`src/rtl/demux4_buf.sv`:
```
// rtl/demux4_buf.sv - 1-to-4 stream demux with one-entry holding register per channel; optional per-channel delivery counters under DEMUX4_BUF_CNT_EN
module demux4_buf #(
  parameter int WIDTH = 32
) (
  input  logic             clk,
  input  logic             rst_n,
  input  logic             in_valid,
  output logic             in_ready,
  input  logic [1:0]       in_sel,
  input  logic [WIDTH-1:0] in_data,
  output logic [3:0]       out_valid,
  input  logic [3:0]       out_ready,
  output logic [WIDTH-1:0] out_data_a,
  output logic [WIDTH-1:0] out_data_b,
  output logic [WIDTH-1:0] out_data_c,
  output logic [WIDTH-1:0] out_data_d,
`ifdef DEMUX4_BUF_CNT_EN
  input  logic             cnt_clr,
  output logic [15:0]      cnt_a,
  output logic [15:0]      cnt_b,
  output logic [15:0]      cnt_c,
  output logic [15:0]      cnt_d,
`endif
  output logic             busy
);

  logic [3:0][WIDTH-1:0] data_q;
  logic [3:0]            valid_q;
  logic [3:0]            load;
  logic [3:0]            drain;
  logic                  accept;

  // A channel can take a word if it is empty or is being drained this edge
  always_comb begin
    in_ready = rst_n && (!valid_q[in_sel] || out_ready[in_sel]);
    accept   = in_valid && in_ready;
    load     = 4'b0000;
    if (accept) begin
      load[in_sel] = 1'b1;
    end
    drain    = valid_q & out_ready;
  end

  // Holding registers: load replaces contents, drain clears valid unless reloaded
  always_ff @(posedge clk or negedge rst_n) begin
    if (!rst_n) begin
      valid_q <= 4'b0000;
      data_q  <= '0;
    end else begin
      for (int i = 0; i < 4; i++) begin
        if (load[i]) begin
          data_q[i] <= in_data;
        end
        valid_q[i] <= load[i] || (valid_q[i] && !out_ready[i]);
      end
    end
  end

  assign out_valid  = valid_q;
  assign busy       = |valid_q;
  assign out_data_a = data_q[0];
  assign out_data_b = data_q[1];
  assign out_data_c = data_q[2];
  assign out_data_d = data_q[3];

`ifdef DEMUX4_BUF_CNT_EN
  logic [3:0][15:0] cnt_q;

  // Per-channel delivered-word counters; clear wins over a same-cycle delivery
  always_ff @(posedge clk or negedge rst_n) begin
    if (!rst_n) begin
      cnt_q <= '0;
    end else begin
      for (int i = 0; i < 4; i++) begin
        if (cnt_clr) begin
          cnt_q[i] <= 16'h0000;
        end else if (drain[i]) begin
          cnt_q[i] <= cnt_q[i] + 16'h0001;
        end
      end
    end
  end

  assign cnt_a = cnt_q[0];
  assign cnt_b = cnt_q[1];
  assign cnt_c = cnt_q[2];
  assign cnt_d = cnt_q[3];
`else
  logic unused_drain;
  assign unused_drain = |drain;
`endif

endmodule
```
`config.mk`:
```
export PLATFORM = sky130hd
export DESIGN_NAME = demux4_buf
export DESIGN_NICKNAME = d
export VERILOG_FILES = /design/src/rtl/demux4_buf.sv
export SDC_FILE = /design/constraint.sdc
export NUM_CORES = 1
export LEC_CHECK = 0
export ABC_CLOCK_PERIOD_IN_PS = 1700
export CAP_MARGIN = 40
export CORE_ASPECT_RATIO = 1.25
export CORE_MARGIN = 2
export CORE_UTILIZATION = 40
export CTS_CLUSTER_SIZE = 12
export DETAILED_ROUTE_END_ITERATION = 10
export GPL_ROUTABILITY_DRIVEN = 0
export HOLD_SLACK_MARGIN = 0.08
export PLACE_DENSITY = 0.69
export SYNTH_ARGS = -nofsm -noshare
export SYNTH_HDL_FRONTEND = slang
export SYNTH_SLANG_ARGS = --single-unit
```
`constraint.sdc`:
```
create_clock -name clk -period 1.7 [get_ports clk]
set_input_delay 0.34 -clock clk [delete_from_list [all_inputs] [get_ports clk]]
set_output_delay 0.34 -clock clk [all_outputs]
set_load 0.1 [all_outputs]
```
==> results of run 1 <==
[critical path, cell delays in order, from the launching register on]
cell and delay, ps:
dfrtp_4 490, or4_4 550, buf_12 180
[cell families after synthesis]
logic type	synth area share
compound gates	0.00375
buf+inv	0.0198
flops	0.661
mux	0.290
simple gates	0.0250
[state kept, by name (all words and copies together), names as in the netlist]
signal      flops
out_data_c     32
out_data_b     32
out_data_a     32
out_data_d     32
out_valid       4
[per-stage QoR]
| step | area [um^2] | util |
|---|---|---|
| finish | 9240 | 0.760 |
| floorplan | 5050 | - |
| global route | 9240 | 0.760 |
| global placement | 8440 | 0.694 |
| CTS | 9070 | 0.746 |
| detailed placement | 8440 | 0.694 |
[Yosys cell counts]
cell type,number
buf_6,3
o311ai_0,1
nor2_1,1
o21ai_0,1
nand3_2,1
a21oi_1,1
nor2b_1,1
nand4bb_1,1
buf_4,4
nand2b_1,3
or2_2,1
nor3b_4,1
mux2i_1,1
buf_2,7
and3_4,1
mux2_1,8
or4_1,1
mux2_2,120
nand2_1,2
nor3b_2,1
nand4_1,1
nand3_1,1
dfrtp_1,132
[power by group through the flow]
stage	combinational, mW	sequential, mW	clock (mW)
after floorplan	0.721	9.33	0
after global placement	9.25	4.61	0
after CTS	9.37	4.62	3.39
after detailed placement	9.33	4.67	0
final	9.35	4.62	3.37
after global routing	9.51	4.69	3.53
[cell type report]
cell class	instances	area (um^2)
multi-input cells	148	1680
repair buffers	203	3490
clock inverters	10	85.1
fillers	720	2920
flip-flops and latches	132	3320
clock buffers	20	457
well taps	164	205
[repair_timing]
action,in CTS,in global routing
endpoints found under the setup margin,3,46
buffers inserted,4,7
pin swaps,2,4
hold buffers,2,0
gates cloned,0,3
hold endpoints to repair,11,0
resized for setup,5,5
[metal layers]
metal / wire length, um / vias to the layer above / track usage
li1: - / 1464 / -
met1: 5180 / 1774 / 0.216
met2: 7950 / 122 / 0.381
met3: 892 / 17 / 0.0669
met4: 222 / 0 / 0.0747
met5: 0 / - / 0
[how the worst max path moves through the flow]
stage,startpoint,endpoint,slack [ps]
floorplan,out_valid[2],in_ready,-100
global placement,in_valid,out_data_c[15],-300
detailed placement,in_sel[1],out_data_c[6],-350
CTS,out_valid[1],busy,-280
global route,out_valid[0],busy,-310
finish,out_valid[0],busy,-280
==> run metrics, run 1 <==
status finished, violations left; clock share of power 0.194; Num CTS Buffers 17; cell leakage power 4.07 nW; overall global routing resource usage 0.204; Setup crit start kind flip-flop; post-DP HPWL ~9500 um; Hold Slack about 280 ps; reg2reg path depth 5; peak supply drop around 0.001 V; Layout area overhead 84.9%; Final Hold Viols 0; clk slew on worst S/H paths ~60 ps; sw frac 0.467; Final Max Slew Viols 0; post-synthesis sequential area ratio 0.661; Setup TNS -1070 ps; Synth Warn # 0; vias in the first global route 3,698; Die Ht between 100 and 150 um; most common cell after layout, fill and taps aside buf_12; clk sinks 132; largest fanout on the critical path 3; Max-Cap Viols 0; Congestion Overflow GR 0; Total Power roughly 17 mW; Max Clock Skew approximately 8.5 ps; area leader, netlist dfrtp_1; most frequent cells in the layout buf_12 (144), dfrtp_1 (128), mux2_2 (120), clkdlybuf4s50_1 (38), clkbuf_16 (20); Synth area leaders dfrtp_1 (66%), mux2_2 (27%), mux2_1 (1.8%); Post-Route WL ~14,000 um; initial antenna violation count 0; first-pass GRT wire length around 21,000 um; Detail Route Antenna Nets 0; Root Buffer clkbuf_16; maximum clock frequency between 500 and 600 MHz; 1st-pass router iterations 4; I/O Buffers approximately 170; Slew HR 0.577; Mapped Cells around 290; CTS tree built; Data arrival, critical path 1640 ps; Comb pwr share 0.539; Hold WC Path Type input port to asynchronous set/reset pin; Cell variety after synth 23; RR Startpoint out_valid[1]; area share of the largest cell type after synthesis 0.661; reg-to-reg endpoint out_data_b[1]; Die ar. approximately 13,000 um^2; WL/cell 21.0 um; worst path required time 1360 ps; crit path kind flip-flop to output port; worst setup margin -278 ps; failing checks negative setup slack; PD cells roughly 1900 nW/um^2; dpl ws -347 ps; endpoint class of the critical path output port; clock latency on the worst-skew pair slightly above 400 ps; maximum clock insertion buffer count 2; Cell Rows 45; final net count around 540; effective utilization at floorplan 0.411; min Tclk post-route between 1500 and 2000 ps; flop2flop setup slack -40 ps; placed cells around 630; Avg Vias per Cell about 5.0; number of synthesized register bits ~130; Netlist Area Pre-Place roughly 5000 um^2; I/O Pins around 180; Final Setup Violations 21; Final Non-Filler Cells roughly 680; Reg power frac 0.266; vias roughly 3,400; Post-Syn Nets around 340; drt drc 0; H-tree depth 4; largest net degree at the start of global routing roughly 120; Initial DRC Count 74; Final Cycle Share 1.16; ANT cells 0; Core ar. between 10,000 and 15,000 um^2; NetSw a little over 8 mW; layout cells sized above 1 0.639; RSZ-0062 raised after global routing true; synthesized area per cell 17.0 um^2; Die Wd about 100 um; Pint 9.23 mW; Worst-Margin Slew 635 ps
No activity file was read; power rests on OpenSTA's default activity.
==> run 2: changes to the inputs <==
Settings changed: CAP_MARGIN 40 to unset, TNS_END_PERCENT set to 30.
==> run 2 against run 1 <==
The run still ends with negative setup slack left. Hold slack worse by 210 ps. Sequential share of layout area increased by 0.39 points. Final area is 1.2% lower. Maximum frequency up 1.7%. Largest power group unchanged.
==> run metrics, run 2 (synthesized netlist as in run 1, its figures left out) <==
Root Buffer clkbuf_16 (unchanged); most used routing layer met2 (unchanged); clock latency on the worst-skew pair 400 ps (was 410 ps); layout cells sized above 1 0.634 (was 0.639); dpl ws -351 ps (was -347 ps); Filler cells 732 (was 720); RSZ-0062 raised after global routing true (unchanged); Setup crit start kind flip-flop (unchanged); Final Hold Viols 0 (unchanged); crit path kind flip-flop to output port (unchanged); Num CTS Buffers 17 (unchanged); endpoint class of the critical path output port (unchanged); first-pass GRT wire length 21,100 um (was 20,700 um); failing checks negative setup slack (unchanged); peak supply drop 0.00106 V (was 0.00102 V); hold_buf cts 0 (was 2); Initial DRC Count 84 (was 74); M2 GR Usage 0.364 (was 0.381); Congestion Overflow GR 0 (unchanged); M3 GR Usage 0.0724 (was 0.0669); final net count 536 (was 543); drt drc 0 (unchanged); Hold WC Path Type input port to asynchronous set/reset pin (unchanged); GR Util met1 0.234 (was 0.216); I/O Buffers 174 (unchanged); Cell Rows 45 (unchanged); effective utilization at floorplan 0.411 (unchanged); Die Wd 104 um (unchanged); Data arrival, critical path 1610 ps (was 1640 ps); Final Max Slew Viols 0 (unchanged); vias 3,264 (was 3,377); PD cells 1950 nW/um^2 (was 1880 nW/um^2); 1st-pass router iterations 4 (unchanged); overall global routing resource usage 0.207 (was 0.204); largest fanout on the critical path 2 (was 3); maximum clock insertion buffer count 2 (unchanged); Multi-input gate area 1650 um^2 (was 1680 um^2); Worst-Margin Slew 697 ps (was 635 ps); largest net degree at the start of global routing 133 (was 122); Max-Cap Viols 0 (unchanged); H-tree depth 4 (unchanged); Layout area overhead 82.8% (was 84.9%); vias in the first global route 3,660 (was 3,698); placed cells 633 (was 631); I/O Pins 175 (unchanged); cell leakage power 4.04 nW (was 4.07 nW); Final Non-Filler Cells 672 (was 677); worst path required time 1360 ps (about the same); Register Area 3320 um^2 (about the same); status finished, violations left (unchanged); Die Ht 129 um (unchanged); post-DP HPWL 9430 um (was 9480 um); Final Cycle Share 1.14 (was 1.16); Area after DPL 8400 um^2 (was 8440 um^2); Detail Route Antenna Nets 0 (unchanged); post-layout util 0.751 (was 0.760); maximum clock frequency 514 MHz (was 506 MHz); worst setup margin -245 ps (was -278 ps); clk sinks 132 (unchanged); Slew HR 0.536 (was 0.577); Avg Vias per Cell 4.86 (was 4.99); ANT cells 0 (unchanged); Die ar. 13,400 um^2 (unchanged); clk slew on worst S/H paths 50 ps (was 60 ps); final instance area 9140 um^2 (was 9240 um^2); Max Clock Skew 5.31 ps (was 8.52 ps); min Tclk post-route 1950 ps (was 1980 ps); initial antenna violation count 0 (unchanged); Final Setup Violations 2 (was 21); Total Power 17.8 mW (was 17.3 mW); most frequent cells in the layout buf_12 (138), dfrtp_1 (128), mux2_2 (120), clkdlybuf4s50_1 (38), clkbuf_16 (17) (was buf_12 (144), dfrtp_1 (128), mux2_2 (120), clkdlybuf4s50_1 (38), clkbuf_16 (20)); CTS tree built (unchanged); Core ar. 12,200 um^2 (unchanged); most common cell after layout, fill and taps aside buf_12 (unchanged); WL/cell 19.6 um (was 21.0 um); Post-Route WL 13,200 um (was 14,300 um)
==> run 2: cell count changes in the layout (fill, tap and decap cells not counted), sizes merged <==
| cell | change |
|---|---|
| buf | -2 |
| clkbuf | +1 |
| clkinvlp | -2 |
| dlygate4sd3 | -2 |
| bufinv | +3 |
| clkinv | -3 |
==> run 2: power by group <==
group / switching, mW / internal, mW
logic: 5.99 / 3.30
clock network: 1.27 / 2.65
registers: 0.757 / 3.85
total: 8.02 / 9.79
==> run 2: path summary, 6_finish.rpt <==
path | startpoint | end | slack [ps] | cells past startpoint
min in group clk | rst_n | out_valid[1] | 330 | 3
worst max register to register | out_valid[1] | out_data_b[9] | 60 | 4
worst min-delay path | rst_n | out_data_b[3] | 70 | 2
worst max-delay path | out_valid[3] | busy | -250 | 2
max in group asynchronous | rst_n | out_valid[0] | 1050 | 2
worst min register to register | out_data_c[2] | out_data_c[2] | 550 | 1
==> run 2: area by class of cell <==
type	instances	area share
Multi-Input combinational cell	148	0.180
Timing Repair Buffer	196	0.364
Clock inverter	8	0.0159
Tap cell	164	0.0225
Sequential cell	132	0.363
Clock buffer	24	0.0549
==> run 2: stage by stage <==
stage	hold slack, ps	TNS, ps
after global routing	113	-565
final	68.5	-472
after floorplan	44.4	-3520
after global placement	526	-26050
after detailed placement	537	-30390
after CTS	104	-518
==> run 2: metal layers <==
layer	wire [um]	part of all wire
met1	5060	0.38
met2	7060	0.54
met3	842	0.064
met4	193	0.015
met5	0	0
==> run 2: worst max-delay path: stages, from the launching register on <==
cell and delay (ps):
dfrtp_4 470, or4_4 550, buf_12 180
==> run 2: what timing repair did <==
item | in CTS | in global routing
gates resized for setup | 1 | 7
pin swaps | 1 | 2
endpoints found under the setup margin | 2 | 26
buffers inserted | 4 | 3
==> run 3: changes to the inputs <==
Settings changed: SKIP_CTS_REPAIR_TIMING set to 1.
==> run 3 against run 2 <==
Critical endpoint unchanged. Clock power is essentially flat. Maximum frequency shrank 1.1%. Die area unchanged. The flow still finishes with violations (negative setup slack). Via count decreased by 0.86%. Clock skew fell by 0.73 ps. Sequential share of layout area increased by 0.12 points. Count of clock-buffer cells in the layout is the same. Hold slack got worse by 37 ps. Highest routed layer unchanged. Critical path depth unchanged. Non-clock buffer count decreased by 3. First-iteration DRC count is 7.1% lower. Flip-flop and latch count unchanged.
==> run metrics, run 3 (synthesized netlist as in run 1, its figures left out) <==
status finished, violations left (unchanged); failing checks negative setup slack (unchanged); I/O Buffers 174 (unchanged); Data arrival, critical path 1630 ps (was 1610 ps); worst path required time 1360 ps (about the same); dpl ws -351 ps (unchanged); Final Max Slew Viols 0 (unchanged); I/O Pins 175 (unchanged); clk sinks 132 (unchanged); post-DP HPWL 9430 um (unchanged); endpoint class of the critical path output port (unchanged); min Tclk post-route 1970 ps (was 1950 ps); largest fanout on the critical path 3 (was 2); CTS tree built (unchanged); first-pass GRT wire length 21,000 um (was 21,100 um); post-layout util 0.749 (was 0.751); Detail Route Antenna Nets 0 (unchanged); met1 wire length 5090 um (was 5060 um); Layout area overhead 82.2% (was 82.8%); Root Buffer clkbuf_16 (unchanged); clock latency on the worst-skew pair 400 ps (about the same); layout cells sized above 1 0.632 (was 0.634); final instance area 9100 um^2 (was 9140 um^2); met3 wire length 835 um (was 842 um); final net count 533 (was 536); ANT cells 0 (unchanged); crit path kind flip-flop to output port (unchanged); Hold Slack 31.3 ps (was 68.5 ps); Hold WC Path Type input port to asynchronous set/reset pin (unchanged); Filler cells 740 (was 732); Slew HR 0.498 (was 0.536); Worst-Margin Slew 754 ps (was 697 ps); Setup crit start kind flip-flop (unchanged); effective utilization at floorplan 0.411 (unchanged); maximum clock insertion buffer count 2 (unchanged); Die Wd 104 um (unchanged); Die ar. 13,400 um^2 (unchanged); Highest Signal Layer met4 (unchanged); Final Hold Viols 0 (unchanged); Initial DRC Count 78 (was 84); Met2 Wirelength 7050 um (was 7060 um); placed cells 633 (unchanged); WL/cell 19.7 um (was 19.6 um); PD cells 1960 nW/um^2 (was 1950 nW/um^2); maximum clock frequency 508 MHz (was 514 MHz); Core ar. 12,200 um^2 (unchanged); Final Non-Filler Cells 669 (was 672); Avg Vias per Cell 4.84 (was 4.86); H-tree depth 4 (unchanged); RSZ-0062 raised after global routing true (unchanged); Die Ht 129 um (unchanged); vias in the first global route 3,663 (was 3,660); Post-Route WL 13,100 um (was 13,200 um); drt drc 0 (unchanged); most common cell after layout, fill and taps aside buf_12 (unchanged); initial antenna violation count 0 (unchanged); clk slew on worst S/H paths 50 ps (about the same); Num CTS Buffers 17 (unchanged); Area after DPL 8400 um^2 (unchanged); peak supply drop 0.00106 V (about the same); cell leakage power 4.02 nW (was 4.04 nW); flop2flop setup slack 70 ps (was 60 ps); most frequent cells in the layout buf_12 (138), dfrtp_1 (128), mux2_2 (120), clkdlybuf4s50_1 (38), clkbuf_16 (17) (unchanged); Final Setup Violations 2 (unchanged); overall global routing resource usage 0.206 (was 0.207); worst setup margin -268 ps (was -245 ps); Max Clock Skew 4.58 ps (was 5.31 ps); 1st-pass router iterations 4 (unchanged); Congestion Overflow GR 0 (unchanged); Max-Cap Viols 0 (unchanged); largest net degree at the start of global routing 133 (unchanged); vias 3,236 (was 3,264); Cell Rows 45 (unchanged); Final Cycle Share 1.16 (was 1.14)
-- run 3: cell types whose count changed in the layout (fill, tap and decap cells not counted) --
cell     delta
mux2i_4     -1
mux2i_2     +1
buf_4       -3
-- run 3: metrics by stage --
step / total power [mW] / TNS [ps]
finish: 17.8 / -459
global route: 18.3 / -529
CTS: 18.0 / -567
detailed placement: 14.0 / -30390
global placement: 13.8 / -26050
floorplan: 10.0 / -3520
-- run 3: final timing paths --
kind,startpoint,endpoint,cells past startpoint
max,out_valid[0],busy,2
min,rst_n,out_valid[2],2
max reg2reg,out_valid[2],out_data_c[30],4
min reg2reg,out_data_c[2],out_data_c[2],1
max in group asynchronous,rst_n,out_valid[3],2
min in group clk,rst_n,out_valid[1],3
-- run 3: final cells by class --
cell class,instances,area (um^2),share of cell area
clock buffer,24,502,0.0551
clock inverter,8,145,0.0159
multi-input combinational,148,1640,0.180
sequential,132,3320,0.364
tap,164,205,0.0225
timing repair buffer,193,3300,0.362
-- run 3: power by group --
part	internal, mW	switching, mW	leakage (nW)
clock network	2.65	1.27	0.312
registers	3.85	0.758	1.58
logic	3.30	5.99	2.12
total	9.79	8.02	4.02
-- run 3: layer usage --
metal	global-route usage	up-vias
met4	0.0755	0
met2	0.365	119
met1	0.231	1662
met5	0	-
li1	-	1440
met3	0.0724	15
-- run 3: critical path, cell delays in order, from the launching register on --
cell and delay [ps]:
dfrtp_4 490, or4_4 550, buf_12 180
